**config.mk**
```make
export PLATFORM = sky130hd
export DESIGN_NAME = router_input_arbiter_flat
export DESIGN_NICKNAME = d
export VERILOG_FILES = /design/src/rtl/router_input_arbiter_pkg.sv /design/src/rtl/router_input_arbiter_if.sv /design/src/rtl/router_input_arbiter_rr_pick.sv /design/src/rtl/router_input_arbiter.sv /design/src/flat_wrapper.sv
export SDC_FILE = /design/constraint.sdc
export NUM_CORES = 1
export LEC_CHECK = 0
export ABC_CLOCK_PERIOD_IN_PS = 2800
export BUFFER_PORTS_ARGS = -buffer_cell sky130_fd_sc_hd__buf_2
export CAP_MARGIN = 5
export CORE_MARGIN = 3
export CORE_UTILIZATION = 52
export DETAILED_ROUTE_END_ITERATION = 6
export GPL_TIMING_DRIVEN = 0
export PLACE_DENSITY = 0.88
export SETUP_SLACK_MARGIN = 0.05
export SYNTH_ARGS = -nofsm -noshare
export SYNTH_HDL_FRONTEND = slang
export SYNTH_SLANG_ARGS = --single-unit
```
**constraint.sdc**
```tcl
create_clock -name clk_i -period 2.8 [get_ports clk_i]
set_clock_uncertainty 0.1 [all_clocks]
set_input_delay 0.14 -clock clk_i [delete_from_list [all_inputs] [get_ports clk_i]]
set_output_delay 0.14 -clock clk_i [all_outputs]
set_load 0.02 [all_outputs]
```
**src/rtl/router_input_arbiter_pkg.sv**
```systemverilog
// Shared sizing helpers and default dimensions for the router input arbiter.
package router_input_arbiter_pkg;

  // Number of bits needed to hold the value v (minimum 1).
  function automatic int clogb2(input int v);
    int r;
    r = 1;
    for (int i = 1; i < 31; i++) begin
      if ((v >> i) != 0) r = i + 1;
    end
    return r;
  endfunction

  localparam int NPORTS_DEF      = 5;
  localparam int NVCS_DEF        = 2;
  localparam int STALL_LIMIT_DEF = 15;

endpackage

```
**src/rtl/router_input_arbiter_if.sv**
```systemverilog
// Handshake bundle between the input VC FIFOs / stage 2 and the input arbiter.
interface router_input_arbiter_if #(
  parameter int NINPUTS     = 10,
  parameter int LOG_NINPUTS = 4
);
  logic                   enable;
  logic [NINPUTS-1:0]     req;
  logic [NINPUTS-1:0]     block;
  logic                   s2_routed;
  logic                   grant_valid;
  logic [LOG_NINPUTS-1:0] grant_id;
  logic [NINPUTS-1:0]     grant_onehot;
  logic [NINPUTS-1:0]     flit_ack;
  logic                   error;
  logic                   is_quiescent;

  modport master (
    output enable, req, block, s2_routed,
    input  grant_valid, grant_id, grant_onehot, flit_ack, error, is_quiescent
  );

  modport slave (
    input  enable, req, block, s2_routed,
    output grant_valid, grant_id, grant_onehot, flit_ack, error, is_quiescent
  );
endinterface

```
**src/rtl/router_input_arbiter_rr_pick.sv**
```systemverilog
// Combinational round-robin search: first set bit of elig_i at or above ptr_i, wrapping.
module rr_priority_pick #(
  parameter int N = 10,
  parameter int W = 4
) (
  input  logic [N-1:0] elig_i,
  input  logic [W-1:0] ptr_i,
  output logic [W-1:0] pick_o,
  output logic         found_o
);
  logic [2*N-1:0] masked;

  always_comb begin
    // Lower copy is masked below ptr, upper copy stays whole and supplies the wrap.
    masked  = {elig_i, elig_i} & ({(2*N){1'b1}} << ptr_i);
    pick_o  = '0;
    found_o = 1'b0;
    for (int i = 2*N-1; i >= 0; i--) begin
      if (masked[i]) begin
        found_o = 1'b1;
        pick_o  = W'(i % N);
      end
    end
  end
endmodule

```
**src/rtl/router_input_arbiter.sv**
```systemverilog
// Round-robin input VC scheduler feeding the single stage-2 slot, with retry priority
// for failed flits and a sticky starvation flag.
module router_input_arbiter
  import router_input_arbiter_pkg::*;
#(
  parameter int NPORTS      = NPORTS_DEF,
  parameter int NVCS        = NVCS_DEF,
  parameter int STALL_LIMIT = STALL_LIMIT_DEF
) (
  input  logic                  clk_i,
  input  logic                  rst_ni,
  router_input_arbiter_if.slave arb
);
  localparam int NINPUTS     = NPORTS * NVCS;
  localparam int LOG_NINPUTS = clogb2(NINPUTS - 1);
  localparam int CNT_W       = clogb2(STALL_LIMIT);

  logic                   gv_q, gv_d;
  logic [LOG_NINPUTS-1:0] gid_q, gid_d;
  logic [LOG_NINPUTS-1:0] ptr_q, ptr_d;
  logic [LOG_NINPUTS-1:0] lf_q, lf_d;
  logic [CNT_W-1:0]       cnt_q, cnt_d;
  logic                   err_q, err_d;
  logic [LOG_NINPUTS-1:0] pick;
  logic                   found;
  logic [NINPUTS-1:0]     onehot;
  logic [NINPUTS-1:0]     elig;

  // The slot's input is excluded even when routed: its req still reflects the flit being popped.
  always_comb begin
    onehot = gv_q ? (NINPUTS'(1) << gid_q) : '0;
    elig   = arb.req & ~arb.block & ~onehot;
  end

  rr_priority_pick #(
    .N (NINPUTS),
    .W (LOG_NINPUTS)
  ) u_pick (
    .elig_i  (elig),
    .ptr_i   (ptr_q),
    .pick_o  (pick),
    .found_o (found)
  );

  always_comb begin
    gv_d  = gv_q;
    gid_d = gid_q;
    ptr_d = ptr_q;
    lf_d  = lf_q;
    cnt_d = cnt_q;
    err_d = err_q;
    if (arb.enable) begin
      gv_d = found;
      if (found) begin
        gid_d = pick;
        ptr_d = (pick == LOG_NINPUTS'(NINPUTS - 1)) ? '0 : pick + 1'b1;
      end
      if (gv_q) begin
        if (arb.s2_routed) begin
          cnt_d = '0;
        end else begin
          // A failed flit takes priority over the pick-based pointer advance.
          ptr_d = gid_q;
          lf_d  = gid_q;
          if (gid_q != lf_q)                     cnt_d = CNT_W'(1);
          else if (cnt_q != CNT_W'(STALL_LIMIT)) cnt_d = cnt_q + 1'b1;
        end
      end
      if (cnt_d == CNT_W'(STALL_LIMIT)) err_d = 1'b1;
    end
  end

  always_ff @(posedge clk_i or negedge rst_ni) begin
    if (!rst_ni) begin
      gv_q  <= 1'b0;
      gid_q <= '0;
      ptr_q <= '0;
      lf_q  <= '0;
      cnt_q <= '0;
      err_q <= 1'b0;
    end else begin
      gv_q  <= gv_d;
      gid_q <= gid_d;
      ptr_q <= ptr_d;
      lf_q  <= lf_d;
      cnt_q <= cnt_d;
      err_q <= err_d;
    end
  end

  assign arb.grant_valid  = gv_q;
  assign arb.grant_id     = gid_q;
  assign arb.grant_onehot = onehot;
  assign arb.flit_ack     = onehot & {NINPUTS{arb.s2_routed & arb.enable}};
  assign arb.error        = err_q;
  assign arb.is_quiescent = ~gv_q & ~(|arb.req);
endmodule

```
**src/flat_wrapper.sv**
```systemverilog
// flat-port wrapper written by rule: the top's interface ports become plain ports
module router_input_arbiter_flat import router_input_arbiter_pkg::*;
#(
  parameter int NPORTS      = NPORTS_DEF,
  parameter int NVCS        = NVCS_DEF,
  parameter int STALL_LIMIT = STALL_LIMIT_DEF
)
  (clk_i, rst_ni, arb_enable, arb_req, arb_block, arb_s2_routed, arb_grant_valid, arb_grant_id, arb_grant_onehot, arb_flit_ack, arb_error, arb_is_quiescent);
  router_input_arbiter_if #(.NINPUTS((10)), .LOG_NINPUTS((4))) arb_i ();
  input  logic clk_i;
  input  logic rst_ni;
  input wire logic [$bits(arb_i.enable)-1:0] arb_enable;
  input wire logic [$bits(arb_i.req)-1:0] arb_req;
  input wire logic [$bits(arb_i.block)-1:0] arb_block;
  input wire logic [$bits(arb_i.s2_routed)-1:0] arb_s2_routed;
  output wire logic [$bits(arb_i.grant_valid)-1:0] arb_grant_valid;
  output wire logic [$bits(arb_i.grant_id)-1:0] arb_grant_id;
  output wire logic [$bits(arb_i.grant_onehot)-1:0] arb_grant_onehot;
  output wire logic [$bits(arb_i.flit_ack)-1:0] arb_flit_ack;
  output wire logic [$bits(arb_i.error)-1:0] arb_error;
  output wire logic [$bits(arb_i.is_quiescent)-1:0] arb_is_quiescent;
  assign arb_i.enable = arb_enable;
  assign arb_i.req = arb_req;
  assign arb_i.block = arb_block;
  assign arb_i.s2_routed = arb_s2_routed;
  assign arb_grant_valid = arb_i.grant_valid;
  assign arb_grant_id = arb_i.grant_id;
  assign arb_grant_onehot = arb_i.grant_onehot;
  assign arb_flit_ack = arb_i.flit_ack;
  assign arb_error = arb_i.error;
  assign arb_is_quiescent = arb_i.is_quiescent;
  router_input_arbiter #(.NPORTS(NPORTS), .NVCS(NVCS), .STALL_LIMIT(STALL_LIMIT)) u_core (.clk_i(clk_i), .rst_ni(rst_ni), .arb(arb_i));
endmodule
```
==> results of run 1 <==
## cells in the final DEF, fill, tap and decap left out, types with 3 or more instances in the layout
cell / n
buf_2: 55
nor2_1: 20
nand2_1: 18
o21ai_0: 18
dfrtp_1: 16
a21oi_1: 12
nor2b_1: 10
nor3_1: 9
nand2b_1: 8
nand3_1: 8
clkbuf_1: 6
mux2_2: 6
and2_1: 5
inv_1: 5
nor4_1: 5
o21a_1: 5
a31oi_1: 5
xnor2_1: 5
clkbuf_4: 4
o21ai_2: 4
nand4_1: 4
a211oi_1: 3
o211ai_1: 3
## registers in the layout (all words and copies together), names as in the netlist
register,count
u_core.ptr_q,4
u_core.arb.grant_id,4
u_core.arb.error,1
u_core.cnt_q,4
u_core.lf_q,4
u_core.arb.grant_valid,1
## per-layer routing
| layer | share of wire (%) | vias to the layer above | global-route usage (%) |
|---|---|---|---|
| met1 | 40 | 1004 | 35.1 |
| met3 | 10 | 21 | 5.72 |
| met4 | 2.4 | 0 | 5.80 |
| met5 | 0 | - | 0 |
| li1 | - | 993 | - |
| met2 | 48 | 135 | 40.6 |
## worst paths after layout
| check | to | cells after the start |
|---|---|---|
| max | u_core.ptr_q[2] | 9 |
| min | u_core.ptr_q[1] | 4 |
| max reg2reg | u_core.ptr_q[2] | 9 |
| min reg2reg | u_core.arb.error | 1 |
| max in group asynchronous | u_core.arb.grant_valid | 2 |
| min in group asynchronous | u_core.ptr_q[3] | 2 |
## power groups by stage
stage | Clock [mW] | Sequential [mW] | Combinational [mW]
finish | 0.162 | 0.451 | 1.38
global route | 0.174 | 0.465 | 1.50
CTS | 0.164 | 0.444 | 1.26
detailed placement | 0 | 0.446 | 1.19
global placement | 0 | 0.441 | 1.18
floorplan | 0 | 0.464 | 0.867
## repair_timing
item	4_1_cts	5_1_grt
setup endpoints to repair	5	8
resized for setup	12	17
pin swaps	0	6
hold endpoints to repair	18	0
buffers inserted	0	2
hold buffers	1	0
## worst min-delay path, stage by stage
cell and delay (ns):
buf_2 0.12, o21ai_0 0.10, nand2_1 0.08, o311ai_2 0.06
## through the flow
step                hold slack [ns]  power, mW  area, um^2
global placement            -0.0180       1.62        2080
global route                  0.138       2.13        2250
floorplan                    -0.256       1.33        1770
detailed placement          -0.0123       1.64        2080
CTS                           0.129       1.86        2180
finish                        0.132       2.00        2250
## cell type report
type	count	area share [%]
repair buffers	53	12.2
flip-flops and latches	18	20.1
well taps	44	2.44
inverters	5	0.832
plain buffers	13	2.66
multi-input cells	196	60.2
clock buffers	4	1.61
## logic make-up after synthesis
logic type | count (synthesis) | synth area share (%)
AOI/OAI and AO/OA | 76 | 29.6
DFF | 18 | 25.4
xor gates and xnor gates | 5 | 2.47
muxes | 8 | 4.94
adders and majority gates | 1 | 0.705
buffers and inverters | 18 | 4.23
and+or+nand+nor | 106 | 32.7
==> flow_metrics.py, run 1 <==
metrics = {
    "place": {
        "pre_cts_slack_ns": -0.111,
        "place.gp.congestion": 0.944,
        "io_buffers": 50,
        "hpwl_um": 3990,
        "place_inst": 326,
    },
    "logic_synthesis": {
        "synth.top_cell.area_share_pct": 25.4,
        "syn_avg_cell_area_um2": 7.65,
        "ys_ff_latch": 18,
        "netlist-cell-type-count": 56,
        "synth_common_cells": "nor2_1, o21ai_0, dfrtp_1, nand2_1, a21oi_1",
        "netlist_area_mm2": 0.00177,
        "ys_warn_count": 0,
        "synth.net_count": 257,
        "yosysTopAreaCell": "dfrtp_1",
        "yosysSeqAreaShare_pct": 25.4,
        "synthTopCellsByArea": "dfrtp_1, o21ai_0, nor2_1, nand2_1, mux2_2",
        "synthArstFlopShare_pct": 100,
        "syn_inst": 232,
        "synth_ff_type": "dfrtp_1",
        "synth_edf_count": 0,
        "synth.most_common_cell": "nor2_1",
    },
    "power_and_ir_drop": {
        "internal_power_mw": 0.944,
        "leakage_nw": 0.958,
        "netSwitchingFraction_pct": 52.7,
        "p_per_area_mw_per_mm2": 885,
        "switchingPower_mw": 1.05,
        "combinationalPowerShare_pct": 69.3,
        "clockPowerShare_pct": 8.1,
        "seqPwrFrac_pct": 22.6,
        "ir_worst_vdd_mv": 0.836,
    },
    "setup_path": {
        "cp.arrival_ns": 2.75,
        "worstSetupStartpoint": "u_core.ptr_q[1]",
        "cp.required_ns": 2.86,
        "crit_path_end_kind": "register",
        "path_class": "reg2reg",
        "worstReg2RegStart": "u_core.ptr_q[1]",
        "path_delay_family": "simple AND/OR/NAND/NOR gates",
        "cp_cell_sequence": "clkbuf_1, or2_2, o21ai_2, or3b_2, o21ai_0, a32oi_2, and2_2, xnor2_1, a41oi_2",
        "critPathMaxStageDelay_ns": 0.48,
        "critPathBufInv": 1,
        "cp_max_fo": 9,
        "startpoint_type": "register",
        "r2r_slack_ns": 0.11,
        "slowest_stage": "or3b_2",
    },
    "sta": {
        "rsz0062_at_grt": "yes",
        "slew_headroom_pct": 63.6,
        "fin_crit_sh_pct": 96.0,
        "worst_slack_ns": 0.111,
        "hold_violations": 0,
        "setup_violations": 0,
        "fin_tns_setup_ns": 0,
        "tightest_slew_ns": 0.546,
        "drv_slew": 0,
        "min_period_ns": 2.69,
        "fmax_mhz": 372,
    },
    "final_layout": {
        "drive_gt1_share_pct": 32.9,
        "fill_cells": 251,
        "area_delta_synth_final_pct": 27.1,
        "register_area_um2": 453,
        "n_antenna_cell": 0,
        "fin_cells": 333,
        "fin_util_pct": 71.5,
        "nets": 315,
        "multi_input_area_mm2": 0.00136,
    },
    "flow_run": {
        "max_cap_viol_count": 0,
    },
    "run_status": {
        "outcome": "finished, final reports clean",
    },
    "drt": {
        "final_antenna_net_count": 0,
        "drt_pre_antenna_iters": 5,
        "routed_via_density": 6.47,
        "wl_um": 5490,
        "avgRoutedWirePerCell_um": 16.5,
        "vias": 2153,
        "drc": 0,
        "drt_iter0_markers": 242,
    },
    "worst_hold_path": {
        "hp-start": "arb_enable",
        "min_path_type": "in2reg",
    },
    "clock_tree": {
        "clk_path_buf_depth": 2,
        "cts_buffers": 3,
        "cts-root-buf": "clkbuf_4",
        "clock_latency_ns": 0.30,
        "clkSinkCount": 18,
        "cts_tree": "done",
        "clkTransAtPathRegs_ns": 0.11,
        "htree_levels": 1,
    },
    "floorplanning": {
        "die_w_um": 64.4,
        "design.portCount": 51,
        "core_area_mm2": 0.00315,
        "row_count": 20,
        "die_h_um": 64.4,
        "initial_core_util_pct": 56.3,
        "die-area_mm2": 0.00415,
    },
    "global_routing": {
        "grt_pass1_wl_um": 8640,
        "grt_use_total_pct": 25.4,
        "antenna_found_initial": 0,
        "grt_pass1_vias": 1893,
        "grt_start_max_net_pins": 19,
        "grt_overflow": 0,
    },
}
Note: power is estimated with default switching activity, not from simulation.
==> run 2, diff against run 1 <==
--- a/config.mk
+++ b/config.mk
@@ -8,7 +8,6 @@
 export ABC_CLOCK_PERIOD_IN_PS = 2800
 export BUFFER_PORTS_ARGS = -buffer_cell sky130_fd_sc_hd__buf_2
 export CAP_MARGIN = 5
-export CORE_MARGIN = 3
 export CORE_UTILIZATION = 52
 export DETAILED_ROUTE_END_ITERATION = 6
 export GPL_TIMING_DRIVEN = 0
==> run 2 against run 1 <==
Combinational power about the same; critical path type unchanged; power increased by 1.4%; sequential share of layout area decreased by 0.15 points; cell count increased by 0.30%; sequential power increased by 0.9%; count of clock-buffer cells in the layout unchanged.
==> flow_metrics.py, run 2 (synthesized netlist as in run 1, its figures left out) <==
metrics = {
    "floorplanning": {
        "row_count": 20,
        "design.portCount": 51,
        "die_w_um": 60.4,
        "die-area_mm2": 0.00365,
        "initial_core_util_pct": 56.3,
        "core_area_mm2": 0.00315,
        "die_h_um": 60.4,
    },
    "global_routing": {
        "grt_pass1_wl_um": 8380,
        "grt_start_max_net_pins": 19,
        "grt_overflow": 0,
        "grt_pass1_vias": 1790,
        "grt_use_total_pct": 30.2,
        "antenna_found_initial": 0,
    },
    "sta": {
        "setup_violations": 0,
        "hold_violations": 0,
        "slew_headroom_pct": 64.0,
        "tightest_slew_ns": 0.539,
        "holdWs_ns": 0.0978,
        "fin_crit_sh_pct": 95.4,
        "rsz0062_at_grt": "yes",
        "drv_slew": 0,
        "min_period_ns": 2.67,
        "fmax_mhz": 374,
    },
    "final_layout": {
        "area_delta_synth_final_pct": 28.4,
        "n_antenna_cell": 0,
        "final_cell_mix": "buf_2, nor2_1, nand2_1, o21ai_0, dfrtp_1",
        "drive_gt1_share_pct": 34.8,
        "layout_commonest_cell": "buf_2",
        "nets": 316,
    },
    "place": {
        "io_buffers": 50,
        "place.gp.congestion": 0.944,
        "hpwl_um": 3980,
    },
    "power_and_ir_drop": {
        "p_per_area_mw_per_mm2": 889,
        "ir_worst_vdd_mv": 0.699,
        "total_power_mw": 2.03,
        "leakage_nw": 0.971,
    },
    "setup_path": {
        "cp.arrival_ns": 2.73,
        "cp_max_fo": 10,
        "cp.required_ns": 2.85,
        "startpoint_type": "register",
        "path_class": "reg2reg",
        "crit_path_end_kind": "register",
    },
    "drt": {
        "drt_iter0_markers": 164,
        "wl_um": 5590,
        "drt_pre_antenna_iters": 5,
        "vias": 2158,
        "drc": 0,
        "avgRoutedWirePerCell_um": 16.7,
        "final_antenna_net_count": 0,
        "routed_via_density": 6.46,
    },
    "clock_tree": {
        "clk_path_buf_depth": 2,
        "clkSinkCount": 18,
        "cts_buffers": 3,
        "clock_latency_ns": 0.30,
        "cts-root-buf": "clkbuf_4",
        "htree_levels": 1,
        "cts_tree": "done",
        "clkTransAtPathRegs_ns": 0.10,
    },
    "run_status": {
        "outcome": "finished, final reports clean",
    },
    "flow_run": {
        "max_cap_viol_count": 0,
    },
    "worst_hold_path": {
        "min_path_type": "in2reg",
    },
}
run 2: path summary, 6_finish.rpt:
path,startpoint,end,slack (ns),cells after the start
worst max-delay path,u_core.arb.grant_valid,u_core.ptr_q[2],0.13,9
worst min-delay path,arb_enable,u_core.ptr_q[1],0.1,4
worst max register to register,u_core.arb.grant_valid,u_core.ptr_q[2],0.13,9
worst min register to register,u_core.arb.error,u_core.arb.error,0.38,1
max in group asynchronous,rst_ni,u_core.arb.grant_id[0],2.09,2
min in group asynchronous,rst_ni,u_core.cnt_q[2],0.20,2
run 2: repair_timing:
action,in CTS,in global routing
gates resized for setup,12,24
setup buffers,0,3
gates cloned,0,0
pin swaps,0,9
endpoints found under the hold margin,18,0
hold buffers,1,0
setup endpoints to repair,5,7
run 2: final cells by class:
cell class | count | area (um^2)
inverter | 5 | 18.8
fill | 260 | 875
clock buffer | 4 | 36.3
timing repair buffer | 54 | 283
multi-input combinational | 196 | 1370
sequential | 18 | 454
tap | 44 | 55.1
buffer | 13 | 62.6
run 2: power breakdown:
| group | internal, mW | switching, mW | total (mW) |
|---|---|---|---|
| clock network | 0.0793 | 0.0805 | 0.160 |
| registers | 0.357 | 0.0976 | 0.455 |
| logic | 0.530 | 0.880 | 1.41 |
run 2: stage by stage:
stage	utilization, %	instance area (um^2)	TNS (ns)	std cells	setup slack (ns)
global placement	66.0	2080	-0.0828	326	-0.0443
detailed placement	66.0	2080	-0.303	326	-0.123
floorplan	-	1770	0	232	0.261
CTS	69.2	2180	0	331	0.0564
finish	72.3	2280	0	334	0.129
global route	72.3	2280	0	334	0.0296
run 2: critical path, stage by stage, from the launching register on:
cell      delay, ns
dfrtp_2        0.46
buf_4          0.19
and3b_1        0.25
a221oi_1       0.40
a21oi_1        0.12
a31oi_1        0.36
a31oi_1        0.08
nor2_1         0.25
xnor2_1        0.18
a41oi_2        0.13
run 2: layer usage:
layer  share of wire (%)  GRT usage, %  up-vias
met5                   0             0        -
met4                0.97          6.82        0
met3                 9.4          5.97        9
met2                  47          47.1      137
met1                  43          43.4     1018
li1                    -             -      994
